$ cat config.mk
export PLATFORM = sky130hd
export DESIGN_NAME = demux_d
export DESIGN_NICKNAME = d
export VERILOG_FILES = /design/src/rtl/demux_d_pkg.sv /design/src/rtl/demux_d_fifo.sv /design/src/rtl/demux_d.sv
export SDC_FILE = /design/constraint.sdc
export NUM_CORES = 1
export LEC_CHECK = 0
export ABC_AREA = 1
export BUFFER_PORTS_ARGS = -buffer_cell sky130_fd_sc_hd__buf_2
export CORE_UTILIZATION = 25
export CTS_CLUSTER_SIZE = 20
export DETAILED_ROUTE_END_ITERATION = 6
export GPL_TIMING_DRIVEN = 0
export SLEW_MARGIN = 20
export SYNTH_ARGS = -nofsm -noshare
export SYNTH_HDL_FRONTEND = slang
export SYNTH_SLANG_ARGS = --single-unit
$ cat constraint.sdc
create_clock -name Clk -period 1.4 [get_ports Clk]
set_input_delay 0.28 -clock Clk [delete_from_list [all_inputs] [get_ports Clk]]
set_output_delay 0.28 -clock Clk [all_outputs]
set_load 0.01 [all_outputs]
$ cat src/rtl/demux_d_pkg.sv
// Shared constants and types for the demux_d write-back steering block.
// Default geometry and the channel index type used by the top level.
package demux_d_pkg;

    localparam int DEMUX_D_WIDTH = 4;
    localparam int DEMUX_D_DEPTH = 2;

    typedef logic [0:0] chan_t;

    localparam chan_t CH0 = 1'b0;
    localparam chan_t CH1 = 1'b1;

    // Legal FIFO depth: power of two, at least two entries.
    function automatic bit depth_ok(input int depth);
        return (depth >= 2) && ((depth & (depth - 1)) == 0);
    endfunction

endpackage

$ cat src/rtl/demux_d_fifo.sv
// Synchronous FIFO with separate pointers and an occupancy count.
// Head data is read directly from storage, so a word is visible the cycle after its push.
module demux_d_fifo #(
    parameter int WIDTH = 4,
    parameter int DEPTH = 2
) (
    input  logic             Clk,
    input  logic             Reset_n,
    input  logic             push,
    input  logic [WIDTH-1:0] push_data,
    input  logic             pop,
    output logic [WIDTH-1:0] head_data,
    output logic             empty,
    output logic             full
);

    localparam int PTR_W = $clog2(DEPTH);
    localparam int CNT_W = $clog2(DEPTH + 1);

    logic [WIDTH-1:0] mem [DEPTH];
    logic [PTR_W-1:0] wr_ptr;
    logic [PTR_W-1:0] rd_ptr;
    logic [CNT_W-1:0] cnt;
    logic             push_en;
    logic             pop_en;

    function automatic logic [PTR_W-1:0] next_ptr(input logic [PTR_W-1:0] p);
        if (p == PTR_W'(DEPTH - 1)) begin
            return '0;
        end
        return p + PTR_W'(1);
    endfunction

    assign empty     = (cnt == '0);
    assign full      = (cnt == CNT_W'(DEPTH));
    assign push_en   = push & ~full;
    assign pop_en    = pop & ~empty;
    assign head_data = mem[rd_ptr];

    always_ff @(posedge Clk or negedge Reset_n) begin
        if (!Reset_n) begin
            for (int i = 0; i < DEPTH; i++) begin
                mem[i] <= '0;
            end
        end else if (push_en) begin
            mem[wr_ptr] <= push_data;
        end
    end

    always_ff @(posedge Clk or negedge Reset_n) begin
        if (!Reset_n) begin
            wr_ptr <= '0;
            rd_ptr <= '0;
            cnt    <= '0;
        end else begin
            if (push_en) begin
                wr_ptr <= next_ptr(wr_ptr);
            end
            if (pop_en) begin
                rd_ptr <= next_ptr(rd_ptr);
            end
            // Simultaneous push and pop leaves the count where it was.
            case ({push_en, pop_en})
                2'b10:   cnt <= cnt + CNT_W'(1);
                2'b01:   cnt <= cnt - CNT_W'(1);
                default: cnt <= cnt;
            endcase
        end
    end

endmodule

$ cat src/rtl/demux_d.sv
// Write-back steering: routes each accepted input word to one of two buffered channels.
// In_Ready depends only on S_D and FIFO state, never on the consumers' ready inputs.
module demux_d
    import demux_d_pkg::*;
#(
    parameter int WIDTH = DEMUX_D_WIDTH,
    parameter int DEPTH = DEMUX_D_DEPTH
) (
    input  logic             Clk,
    input  logic             Reset_n,
    input  logic [WIDTH-1:0] In_D,
    input  logic             S_D,
    input  logic             In_Valid,
    output logic             In_Ready,
    output logic [WIDTH-1:0] Out_D0,
    output logic             Out_Valid0,
    input  logic             Out_Ready0,
    output logic [WIDTH-1:0] Out_D1,
    output logic             Out_Valid1,
    input  logic             Out_Ready1
);

    if (!depth_ok(DEPTH)) begin : g_bad_depth
        $error("demux_d: DEPTH must be a power of two and at least 2");
    end

    chan_t sel;
    logic  accept;
    logic  push0;
    logic  push1;
    logic  empty0;
    logic  empty1;
    logic  full0;
    logic  full1;

    assign sel      = S_D;
    assign In_Ready = (sel == CH1) ? ~full1 : ~full0;
    assign accept   = In_Valid & In_Ready;
    assign push0    = accept & (sel == CH0);
    assign push1    = accept & (sel == CH1);

    assign Out_Valid0 = ~empty0;
    assign Out_Valid1 = ~empty1;

    demux_d_fifo #(
        .WIDTH (WIDTH),
        .DEPTH (DEPTH)
    ) u_fifo0 (
        .Clk       (Clk),
        .Reset_n   (Reset_n),
        .push      (push0),
        .push_data (In_D),
        .pop       (Out_Ready0),
        .head_data (Out_D0),
        .empty     (empty0),
        .full      (full0)
    );

    demux_d_fifo #(
        .WIDTH (WIDTH),
        .DEPTH (DEPTH)
    ) u_fifo1 (
        .Clk       (Clk),
        .Reset_n   (Reset_n),
        .push      (push1),
        .push_data (In_D),
        .pop       (Out_Ready1),
        .head_data (Out_D1),
        .empty     (empty1),
        .full      (full1)
    );

endmodule
# Yosys cells after proc, flatten, opt, wreduce, memory -nomap -nowiden
# Index checks and enable logic that the tools add are counted.
[word_totals]
ramBits = 0
wordCells = 83
latch_bits = 0
memories = 0
mem_bits_ro = 0
in_bits = 10
output_inout_bits = 11
register_bits = 24
[classes]
bitwise = 16
mul = 0
add_sub_neg = 8
shifts = 0
n_lt_le_gt_ge = 6
n_reduce_logical = 6
muxes = 31
n_eq_ne = 6
div_mod_pow = 0
[ops]
columns = ["operator", "count"]
rows = [
  ["4-bit two-way mux", 8],
  ["1-bit two-way mux", 17],
  ["8-bit bitwise mux", 2],
  ["4-bit demux with 1-bit select", 2],
  ["2-bit == test, second input constant", 4],
  ["2-bit >= comparator, second input constant", 4],
  ["1-bit NOT with 2-bit output", 4],
  ["2-bit case mux with 2 select lines", 2],
  ["1-bit bitwise AND", 7],
  ["1-bit NOT", 5],
  ["1-bit adder, second input constant", 4],
  ["2-bit by 1-bit adder with 2-bit output, second input constant", 2],
  ["2-bit by 1-bit == test with 1-bit output, second input constant", 2],
  ["2-bit logical NOT", 2],
  ["2-bit by 1-bit < comparator with 1-bit output, second input constant", 2],
  ["2-bit nonzero test", 2],
  ["2-bit by 1-bit subtractor with 2-bit output, second input constant", 2],
  ["1-bit logical AND", 2],
]

# Depth between registers and ports, before layout
# Gate-level depths: netlist of run 1.
[logic_depth]
depth_word = 8
mapped_depth = 9
mapped_depth_nobuf = 9

# Hierarchy
# Synthesis of run 1 repeated with hierarchy kept, for this count alone.
[hier_totals]
hier_cells = 167
area_unflattened_um2 = 1315.0
[modules_own_cells]
columns = ["module", "n_inst", "seq_area_each_um2", "area_each_um2", "cells_per_inst"]
rows = [
  ["demux_d_fifo", 2, 300.3, 634.4, 78],
  ["demux_d", 1, 0.0, 46.3, 11],
]

# Least setup slack after synthesis of run 1
# Ideal clock, no wire load.
[synth_path]
kind = "register to register"
from = "register u_fifo1.cnt[0]"
to = "register u_fifo1.cnt[1]"
path_stages_with_launch = 9
setup_time_ns = 0.123
period_less_slack_ns = 1.424
path_slack_ns = -0.024
arrival_ns = 1.302
cell_sequence = "dfrtp_1 inv_2 nand2_1 nand2_1 inv_1 ha_1 inv_1 nand3_1 xor2_1"
[synth_between]
word_cells_on_any_way = 15
[synth_lines]
columns = ["item", "line_no", "text"]
rows = [
  ["start: declaration", "demux_d_fifo.sv:23", "logic [CNT_W-1:0] cnt;"],
  ["start signal: assignment", "demux_d_fifo.sv:64", "2'b10: cnt <= cnt + CNT_W'(1);"],
  ["start signal: assignment", "demux_d_fifo.sv:65", "2'b01: cnt <= cnt - CNT_W'(1);"],
  ["start signal: assignment", "demux_d_fifo.sv:66", "default: cnt <= cnt;"],
  ["2-bit logical NOT *", "demux_d_fifo.sv:34", "assign empty = (cnt == '0);"],
  ["1-bit NOT *", "n/a", ""],
  ["net Out_Valid1", "demux_d.sv:19", "output logic Out_Valid1,"],
  ["1-bit bitwise AND *", "demux_d_fifo.sv:37", "assign pop_en = pop & ~empty;"],
  ["net u_fifo1.pop_en", "demux_d_fifo.sv:25", "logic pop_en;"],
  ["2-bit by 1-bit == test with 1-bit output / 2-bit == test (equally long branches)", "demux_d_fifo.sv:63", "case ({push_en, pop_en})"],
  ["2-bit case mux with 2 select lines / 2-bit nonzero test (equally long branches)", "n/a", ""],
]
# The timed path passes the listed nets; every way through them passes the cells marked *.
# A chain may end at the register's enable or synchronous reset.

# Final worst setup path of run 1
[layout_path]
from = "register u_fifo0.cnt[0]"
to = "output In_Ready"
[layout_between]
elab_chain_cells = 3
[layout_lines]
columns = ["item", "line_no", "text"]
rows = [
  ["start: declaration", "demux_d_fifo.sv:23", ""],
  ["start signal: assignment", "demux_d_fifo.sv:64", ""],
  ["start signal: assignment", "demux_d_fifo.sv:65", ""],
  ["start signal: assignment", "demux_d_fifo.sv:66", ""],
  ["2-bit == test", "demux_d_fifo.sv:35", "assign full = (cnt == CNT_W'(DEPTH));"],
  ["1-bit NOT", "demux_d.sv:37", "assign In_Ready = (sel == CH1) ? ~full1 : ~full0;"],
  ["1-bit two-way mux", "demux_d.sv:37", ""],
  ["end: declaration", "demux_d.sv:14", "output logic In_Ready,"],
]
# No other way between the ends.

==> summary.txt, run 1 <==
Outcome
  – Outcome: complete, but fails checks
  – Failing checks: hold timing, setup timing

Timing
  – RSZ-0062 raised after global routing: yes
  – Max Clock Skew: 0.00128 ns
  – Slew @ Worst Pin: 0.529 ns
  – Setup TNS Final: -0.104 ns
  – Crit path time final: around 1.5 ns
  – Fin Hold WS: -0.0214 ns
  – Fin. Hold Viols: 24
  – Final Max Slew Viols: 0
  – Final period util: 1.07
  – Slew HR: 0.647
  – Fin worst setup slack: -0.104 ns
  – Final setup viols: 1
  – Fmax: 0.665 GHz

Routing
  – Via-per-instance ratio: about 4.5
  – Initial DRC Count: 38
  – WL/cell: 12.0 µm
  – # DRC: 0
  – Via count: approximately 1000
  – First drt pass iteration count: 4
  – ANT nets after route: 0
  – Drt total wl: 2760 µm

Critical path
  – Crit Path Category: reg -> out
  – Worst Setup Start Kind: flop
  – CP peak stage delay: between 0.4 and 0.5 ns
  – Crit path capture type: primary output
  – CP bufs+invs: 2
  – Crit-path slowest cell: dfrtp_1
  – Crit path DAT: 1.22 ns
  – Critical path fanouts, max: 3
  – CP required: 1.12 ns
  – Delay-heaviest family, CP: flip-flops
  – Worst-path cell chain: inv_2, a21oi_4, or2_1, buf_2

Synthesis
  – FFs w/ async S/R, synth: 1.00
  – Synthesized instance count: approximately 150
  – Post-Syn Area: ~1200 µm²
  – Most instantiated cells after synthesis: nand2_1 (71), dfrtp_1 (24), nand4_1 (20), inv_1 (12), xor2_1 (4)
  – Synth area leaders: dfrtp_1 (50%), nand2_1 (22%), nand4_1 (11%)
  – Synth top area share: 0.505
  – Synth warn: 0
  – EDFF count, synth: 0
  – Main synth FF type: dfrtp_1
  – Unique masters post-synth: 14
  – Syn Area/Cell: slightly above 8 µm²
  – Synth area leader: dfrtp_1
  – Synth Register Bits: 24
  – Count leader, synth: nand2_1
  – Synth Net Count: 158
  – Sequential share of the synthesized area: 0.505

Global routing
  – Vias in the first global route: 983
  – First-pass GRT wire length: about 4600 µm
  – Initial antenna violation count: 0
  – Gr usage total: 0.118
  – Global route overflow: 0
  – Largest net degree at the start of global routing: 25

Job
  – Max-capacitance violation count: 0

Final layout
  – Storage element area: 603 µm²
  – Multi-input logic area: roughly 580 µm²
  – Synth-to-Final Area Change: 30.5%
  – Share of layout cells above drive strength 1: 0.330
  – # nets final: 192
  – Layout Cells excl Fill: 231
  – Fill cell count: 470
  – Antenna cell count: 0

Power and ir drop
  – Final Power: 0.00348 W
  – Pwr Density: 2240 nW/µm²
  – Static leakage: between 0.8 and 0.9 nW
  – Peak supply drop: between 0.0008 and 0.0009 V

Floorplan
  – Die area: around 5000 µm²
  – Ports: 21
  – DIE HEIGHT: between 70 and 80 µm
  – Initial Util: 0.266
  – Row count: 24
  – Die X: 71.0 µm
  – Core area: 4470 µm²

Placed design
  – PortBufs: 20
  – Placed cell count: 218
  – Pre-CTS setup slack: -0.168 ns
  – HPWL after DPL: a little over 2000 µm
  – Placer Congestion: between 0.7 and 0.8

CTS
  – Reg clk slew, reported paths: around 0.08 ns
  – CTS tree: built
  – Num CTS Buffers: 3
  – H-tree depth: 1
  – Clk root buf: clkbuf_8
  – CTS sink cnt: 24
  – Clk buf depth: 2
  – Skew-Pair Late Insertion Delay: 0.27 ns
  – Hold-fix buffers, CTS: 0

Min path
  – Min-delay worst type: in -> async
==> per-layer routing <==
| metal | GRT usage | vias up | routed length, µm |
|---|---|---|---|
| met5 | 0 | - | 0 |
| met4 | 0.0467 | 0 | 35 |
| met3 | 0.0228 | 4 | 104 |
| met2 | 0.181 | 23 | 1240 |
| met1 | 0.166 | 479 | 1380 |
| li1 | - | 540 | - |
==> layout by cell type, fill, tap and decap left out <==
cell,n
dfrtp_1,22
inv_4,1
buf_4,8
clkbuf_8,4
nand2_1,63
ha_4,2
inv_1,6
buf_2,20
buf_6,2
a21oi_4,2
or2_1,1
clkbuf_1,1
xnor2_1,2
nand2_2,7
xor2_1,4
nand2_4,2
dfrtp_2,2
nand4_1,20
nand3_1,1
inv_2,8
nand3_2,1
==> where the power goes <==
group | switching, W | internal, W | leakage (nW)
logic | 0.000898 | 0.000754 | 0.506
clock network | 0.000224 | 0.000251 | 0.0288
registers | 0.000312 | 0.00104 | 0.292
==> flip-flops by register name, summed over array words and instances (netlist names) <==
signal          flops
u_fifo1.cnt         2
u_fifo0.rd_ptr      1
u_fifo0.cnt         2
u_fifo1.rd_ptr      1
u_fifo1.wr_ptr      1
u_fifo0.mem         8
u_fifo0.wr_ptr      1
u_fifo1.mem         8
==> worst reg2reg max path: stages (launching register included) <==
cell and delay (ns):
dfrtp_1 0.41, inv_2 0.12, nand2_2 0.07, nand2_2 0.08, inv_1 0.07, ha_4 0.24
inv_1 0.05, nand3_1 0.08, xor2_1 0.15
==> per-stage QoR <==
stage,util,area (µm²)
after CTS,0.325,1450
after global placement,0.307,1370
after floorplan,-,1210
after global routing,0.347,1550
after detailed placement,0.307,1370
final,0.347,1550
==> area by class of cell <==
type                       instances  share of cell area
sequential                        24               0.388
multi-input combinational        105               0.376
timing repair buffer              29               0.114
tap                               52              0.0419
inverter                          15              0.0379
clock buffer                       4              0.0355
buffer                             2             0.00564
==> cell families (layout without fill, tap and decap cells) <==
family | count (synthesis) | in the layout | synth area share
fa+ha+maj | 2 | 2 | 0.0210
xor+xnor | 6 | 6 | 0.0442
buf+inv | 17 | 50 | 0.0547
flops | 24 | 24 | 0.505
compound gates | 2 | 2 | 0.0273
simple gates | 95 | 95 | 0.348
==> path summary, 6_finish.rpt <==
check | to | slack [ns] | depth (start not counted) | from
min reg2reg | u_fifo1.mem[2] | 0.49 | 2 | u_fifo1.mem[2]
min | u_fifo1.cnt[0] | -0.02 | 1 | Reset_n
max | In_Ready | -0.10 | 4 | u_fifo0.cnt[0]
max reg2reg | u_fifo1.cnt[1] | 0.01 | 8 | u_fifo1.cnt[0]
max in group asynchronous | u_fifo1.rd_ptr | 1.04 | 1 | Reset_n
min in group Clk | u_fifo1.rd_ptr | 0.29 | 3 | Out_Ready1
==> repair_timing <==
action,4_1_cts,5_1_grt
pin swaps,3,7
setup buffers,3,6
resized for setup,1,20
endpoints found under the setup margin,4,12
Power figures use the tool's default switching activity.
==> run 2: changes to the inputs <==
--- a/config.mk
+++ b/config.mk
@@ -11,6 +11,7 @@
 export CTS_CLUSTER_SIZE = 20
 export DETAILED_ROUTE_END_ITERATION = 6
 export GPL_TIMING_DRIVEN = 0
+export PLACE_DENSITY_LB_ADDON = 0.15
 export SLEW_MARGIN = 20
 export SYNTH_ARGS = -nofsm -noshare
 export SYNTH_HDL_FRONTEND = slang
==> constraint.sdc (replaced) <==
create_clock -name Clk -period 1.82 [get_ports Clk]
set_input_delay 0.364 -clock Clk [delete_from_list [all_inputs] [get_ports Clk]]
set_output_delay 0.364 -clock Clk [all_outputs]
set_load 0.01 [all_outputs]
==> summary.txt, run 2 (synthesis gave the netlist of run 1 again) <==
Timing
  – Max Clock Skew: 0.00404 ns
  – Final Max Slew Viols: 0
  – Slew HR: 0.635
  – Final setup viols: 0
  – Slew @ Worst Pin: ~0.55 ns
  – Fmax: 0.598 GHz
  – Fin. Hold Viols: 0
  – RSZ-0062 raised after global routing: no
  – Fin worst setup slack: 0.149 ns
  – Final period util: 0.918
  – Setup TNS Final: 0 ns
  – Crit path time final: 1.67 ns

Global routing
  – Gr usage total: 0.124
  – Vias in the first global route: about 1100
  – Largest net degree at the start of global routing: 25
  – Initial antenna violation count: 0
  – First-pass GRT wire length: 4910 µm
  – Global route overflow: 0

CTS
  – CTS tree: built
  – Skew-Pair Late Insertion Delay: 0.27 ns
  – Num CTS Buffers: 3
  – Setup bufs post-CTS: 0
  – CTS sink cnt: 24
  – H-tree depth: 1
  – Reg clk slew, reported paths: ~0.090 ns
  – Clk root buf: clkbuf_8
  – Clk buf depth: 2
  – Hold-fix buffers, CTS: 0
  – Post_cts resized: 0

Critical path
  – CP required: roughly 1.5 ns
  – Critical path fanouts, max: 10
  – Worst Setup Start Kind: flop
  – Crit Path Category: reg -> out
  – Crit path capture type: primary output
  – Reg2reg path depth: 7
  – Crit path DAT: about 1.3 ns

Routing
  – # DRC: 0
  – First drt pass iteration count: 4
  – Initial DRC Count: 68
  – WL/cell: 12.6 µm
  – ANT nets after route: 0
  – Via-per-instance ratio: 4.55
  – Drt total wl: 2800 µm
  – Via count: a little over 1000

Power and ir drop
  – Pwr Density: 1690 nW/µm²
  – Clock Power Share: 0.152
  – Part of the power in registers: 0.426
  – P_sw: roughly 0.00099 W
  – Switching Share: 0.417
  – Peak supply drop: 0.000695 V
  – Combinational Power Share: 0.421
  – Static leakage: 0.777 nW
  – Internal power: 0.00139 W

Final layout
  – # nets final: 183
  – Layout Cells excl Fill: 222
  – Antenna cell count: 0
  – Largest registers: u_fifo0.mem x8, u_fifo1.mem x8
  – Share of layout cells above drive strength 1: 0.182
  – Fill cell count: about 470
  – Post-Layout Inst Area: approximately 1400 µm²
  – Synth-to-Final Area Change: 18.5%
  – Commonest cells after routing, fill and taps aside: nand2_1 (71), dfrtp_1 (24), buf_2 (21)
  – Post-layout util: 0.315
  – Commonest non-fill, non-tap cell in the layout: nand2_1

Placed design
  – Pre-CTS setup slack: 0.190 ns
  – Placer Congestion: 0.731
  – PortBufs: 20
  – Placed cell count: 218
  – HPWL after DPL: about 2100 µm
  – Placed inst area: 1360 µm²

Floorplan
  – Ports: 21
  – Row count: 24
  – Initial Util: 0.266
  – DIE HEIGHT: 71.0 µm
  – Die area: 5040 µm²
  – Core area: around 4500 µm²
  – Die X: 71.0 µm

Min path
  – Min-delay worst type: in -> async

Job
  – Max-capacitance violation count: 0

Outcome
  – Outcome: finished clean
run 2: cell types whose count changed in the layout (fill, tap and decap cells not counted), sizes merged:
cell and delta:
buf -9
run 2: through the flow:
| stage | total power, W | hold WS (ns) |
|---|---|---|
| 2_1_floorplan | 0.00169 | 0.0684 |
| 3_3_place_gp | 0.00202 | 0.394 |
| 3_5_place_dp | 0.00204 | 0.384 |
| 4_1_cts | 0.00241 | 0.0891 |
| 5_1_grt | 0.00262 | 0.110 |
| 6_report | 0.00238 | 0.0700 |
run 2: path summary, 6_finish.rpt:
| kind | from | end | slack (ns) |
|---|---|---|---|
| worst max-delay path | u_fifo0.cnt[0] | In_Ready | 0.15 |
| worst min-delay path | Reset_n | u_fifo1.rd_ptr | 0.07 |
| worst max register to register | u_fifo0.cnt[0] | u_fifo0.cnt[1] | 0.20 |
| worst min register to register | u_fifo0.mem[6] | u_fifo0.mem[6] | 0.49 |
| max in group asynchronous | Reset_n | u_fifo0.mem[5] | 1.38 |
| min in group Clk | Out_Ready0 | u_fifo0.rd_ptr | 0.39 |
run 2: cell type report:
cell class	instances	area (µm²)	share of cell area
inverters	15	56.3	0.0399
plain buffers	2	8.76	0.00621
clock buffers	4	55.1	0.0390
repair buffers	20	100	0.0710
flip-flops and latches	24	601	0.426
multi-input cells	105	524	0.372
well taps	52	65.1	0.0461
run 2: power groups by stage:
stage,sequential (W),clock [W],combinational [W]
after floorplan,0.000964,0,0.000724
after global placement,0.00102,0,0.000995
final,0.00101,0.000362,0.00100
after detailed placement,0.00102,0,0.00101
after global routing,0.00105,0.000402,0.00116
after CTS,0.00102,0.000376,0.00102
run 2: critical path, stage by stage, from the launching register on:
cell,delay (ns)
dfrtp_1,0.41
inv_2,0.08
a21oi_4,0.27
or2_1,0.16
buf_2,0.13
run 2: layer usage:
| metal | track usage | wire (µm) | vias to the layer above | share of wire |
|---|---|---|---|---|
| met5 | 0 | 0 | - | 0 |
| met4 | 0.0267 | 17 | 0 | 0.0061 |
| met3 | 0.0328 | 111 | 2 | 0.040 |
| met2 | 0.198 | 1210 | 15 | 0.43 |
| met1 | 0.170 | 1460 | 475 | 0.52 |
| li1 | - | - | 518 | - |
==> run 3: changes to the inputs <==
--- a/config.mk
+++ b/config.mk
@@ -7,11 +7,13 @@
 export LEC_CHECK = 0
 export ABC_AREA = 1
 export BUFFER_PORTS_ARGS = -buffer_cell sky130_fd_sc_hd__buf_2
-export CORE_UTILIZATION = 25
+export CAP_MARGIN = 10
+export CORE_UTILIZATION = 41
 export CTS_CLUSTER_SIZE = 20
 export DETAILED_ROUTE_END_ITERATION = 6
 export GPL_TIMING_DRIVEN = 0
 export PLACE_DENSITY_LB_ADDON = 0.15
+export REMOVE_ABC_BUFFERS = 1
 export SLEW_MARGIN = 20
 export SYNTH_ARGS = -nofsm -noshare
 export SYNTH_HDL_FRONTEND = slang
==> summary.txt, run 3 (synthesis gave the netlist of run 1 again) <==
CTS
  – CTS tree: built
  – Hold-fix buffers, CTS: 0
  – Clk buf depth: 2
  – Skew-Pair Late Insertion Delay: between 0.3 and 0.4 ns
  – Reg clk slew, reported paths: 0.13 ns
  – Clk root buf: clkbuf_4
  – H-tree depth: 1
  – Setup bufs post-CTS: 0
  – CTS sink cnt: 24
  – Post_cts resized: 0
  – Num CTS Buffers: 3

Routing
  – First drt pass iteration count: 4
  – Initial DRC Count: 46
  – # DRC: 0
  – ANT nets after route: 0
  – Via-per-instance ratio: approximately 5
  – Via count: around 1000
  – WL/cell: 11.9 µm
  – Drt total wl: about 2400 µm

Critical path
  – Reg2reg path depth: 7
  – Crit Path Category: reg -> out
  – Worst Setup Start Kind: flop
  – CP required: 1.46 ns
  – Crit path DAT: ~1.3 ns
  – Crit path capture type: primary output
  – Critical path fanouts, max: 10
  – CP peak stage delay: 0.41 ns
  – Crit-path slowest cell: dfrtp_1
  – Worst-path cell chain: inv_2, a21oi_4, or2_1, buf_2

Final layout
  – Multi-input logic area: 524 µm²
  – Synth-to-Final Area Change: 14.0%
  – Share of layout cells above drive strength 1: 0.179
  – Antenna cell count: 0
  – Storage element area: 601 µm²
  – Commonest non-fill, non-tap cell in the layout: nand2_1
  – Fill cell count: 283
  – Post-Layout Inst Area: roughly 1400 µm²
  – # nets final: 181
  – Commonest cells after routing, fill and taps aside: nand2_1 (71), dfrtp_1 (24), nand4_1 (20), buf_2 (20), inv_1 (12)
  – Largest registers: u_fifo0.mem x8, u_fifo1.mem x8

Global routing
  – Largest net degree at the start of global routing: 25
  – Initial antenna violation count: 0
  – Global route overflow: 0
  – First-pass GRT wire length: 4220 µm
  – Vias in the first global route: 933
  – Gr usage total: 0.172

Timing
  – Slew @ Worst Pin: about 0.53 ns
  – Fmax: 0.592 GHz
  – Slew HR: 0.645
  – Final Max Slew Viols: 0
  – Fin Hold WS: ~0.013 ns
  – Setup TNS Final: 0 ns
  – Final setup viols: 0
  – RSZ-0062 raised after global routing: no
  – Crit path time final: 1.69 ns
  – Final period util: 0.928
  – Fin. Hold Viols: 0
  – Max Clock Skew: 0.00837 ns

Placed design
  – Placed inst area: 1320 µm²
  – PortBufs: 20
  – Placer Congestion: 0.772
  – HPWL after DPL: around 1800 µm

Power and ir drop
  – Static leakage: approximately 0.76 nW
  – Pwr Density: between 1500 and 2000 nW/µm²
  – Peak supply drop: 0.000931 V

Floorplan
  – Die area: 3120 µm²
  – Ports: 21
  – Die X: 55.9 µm
  – Row count: 19
  – DIE HEIGHT: 55.9 µm
  – Core area: 2760 µm²
  – Initial Util: 0.431

Outcome
  – Outcome: finished clean

Min path
  – Min-delay worst type: in -> async

Job
  – Max-capacitance violation count: 0
-- run 3: cell type report --
class,instances,share of cell area
Clock buffer,4,0.0268
Inverter,15,0.0415
Multi-Input combinational cell,105,0.387
Sequential cell,24,0.443
Tap cell,31,0.0286
Timing Repair Buffer,20,0.0738
-- run 3: final timing paths --
check / end / slack, ns / startpoint
setup / recovery: In_Ready / 0.13 / u_fifo1.cnt[0]
hold / removal: u_fifo0.mem[5] / 0.01 / Reset_n
setup reg to reg: u_fifo0.cnt[1] / 0.23 / u_fifo0.cnt[0]
hold reg to reg: u_fifo0.mem[1] / 0.50 / u_fifo0.mem[1]
max in group asynchronous: u_fifo1.cnt[0] / 1.45 / Reset_n
min in group Clk: u_fifo0.mem[6] / 0.33 / In_D[2]
-- run 3: per-stage QoR --
step,cells,util,worst slack (ns),total power [W]
detailed placement,195,0.479,0.196,0.00201
global route,199,0.492,0.0335,0.00249
finish,199,0.492,0.131,0.00226
CTS,199,0.492,0.113,0.00229
floorplan,144,-,0.396,0.00168
global placement,195,0.479,0.216,0.00198
-- run 3: critical path: cells and delay by family, from the launching register on --
kind / cells / cell delay [ns]
buffers and inverters: 2 / 0.20
AOI/OAI and AO/OA: 1 / 0.26
and+or+nand+nor: 1 / 0.15
DFF: 1 / 0.41
-- run 3: per-layer routing --
layer / wire length (µm) / up-vias / GRT usage
li1: - / 515 / -
met1: 1110 / 477 / 0.263
met5: 0 / - / 0
met2: 1090 / 27 / 0.255
met3: 142 / 2 / 0.0233
met4: 16 / 0 / 0.0523
-- run 3: power breakdown --
group	switching (W)	internal, W	leakage (nW)
clock	0.000155	0.000122	0.0210
combinational	0.000578	0.000397	0.449
sequential	0.000219	0.000792	0.294
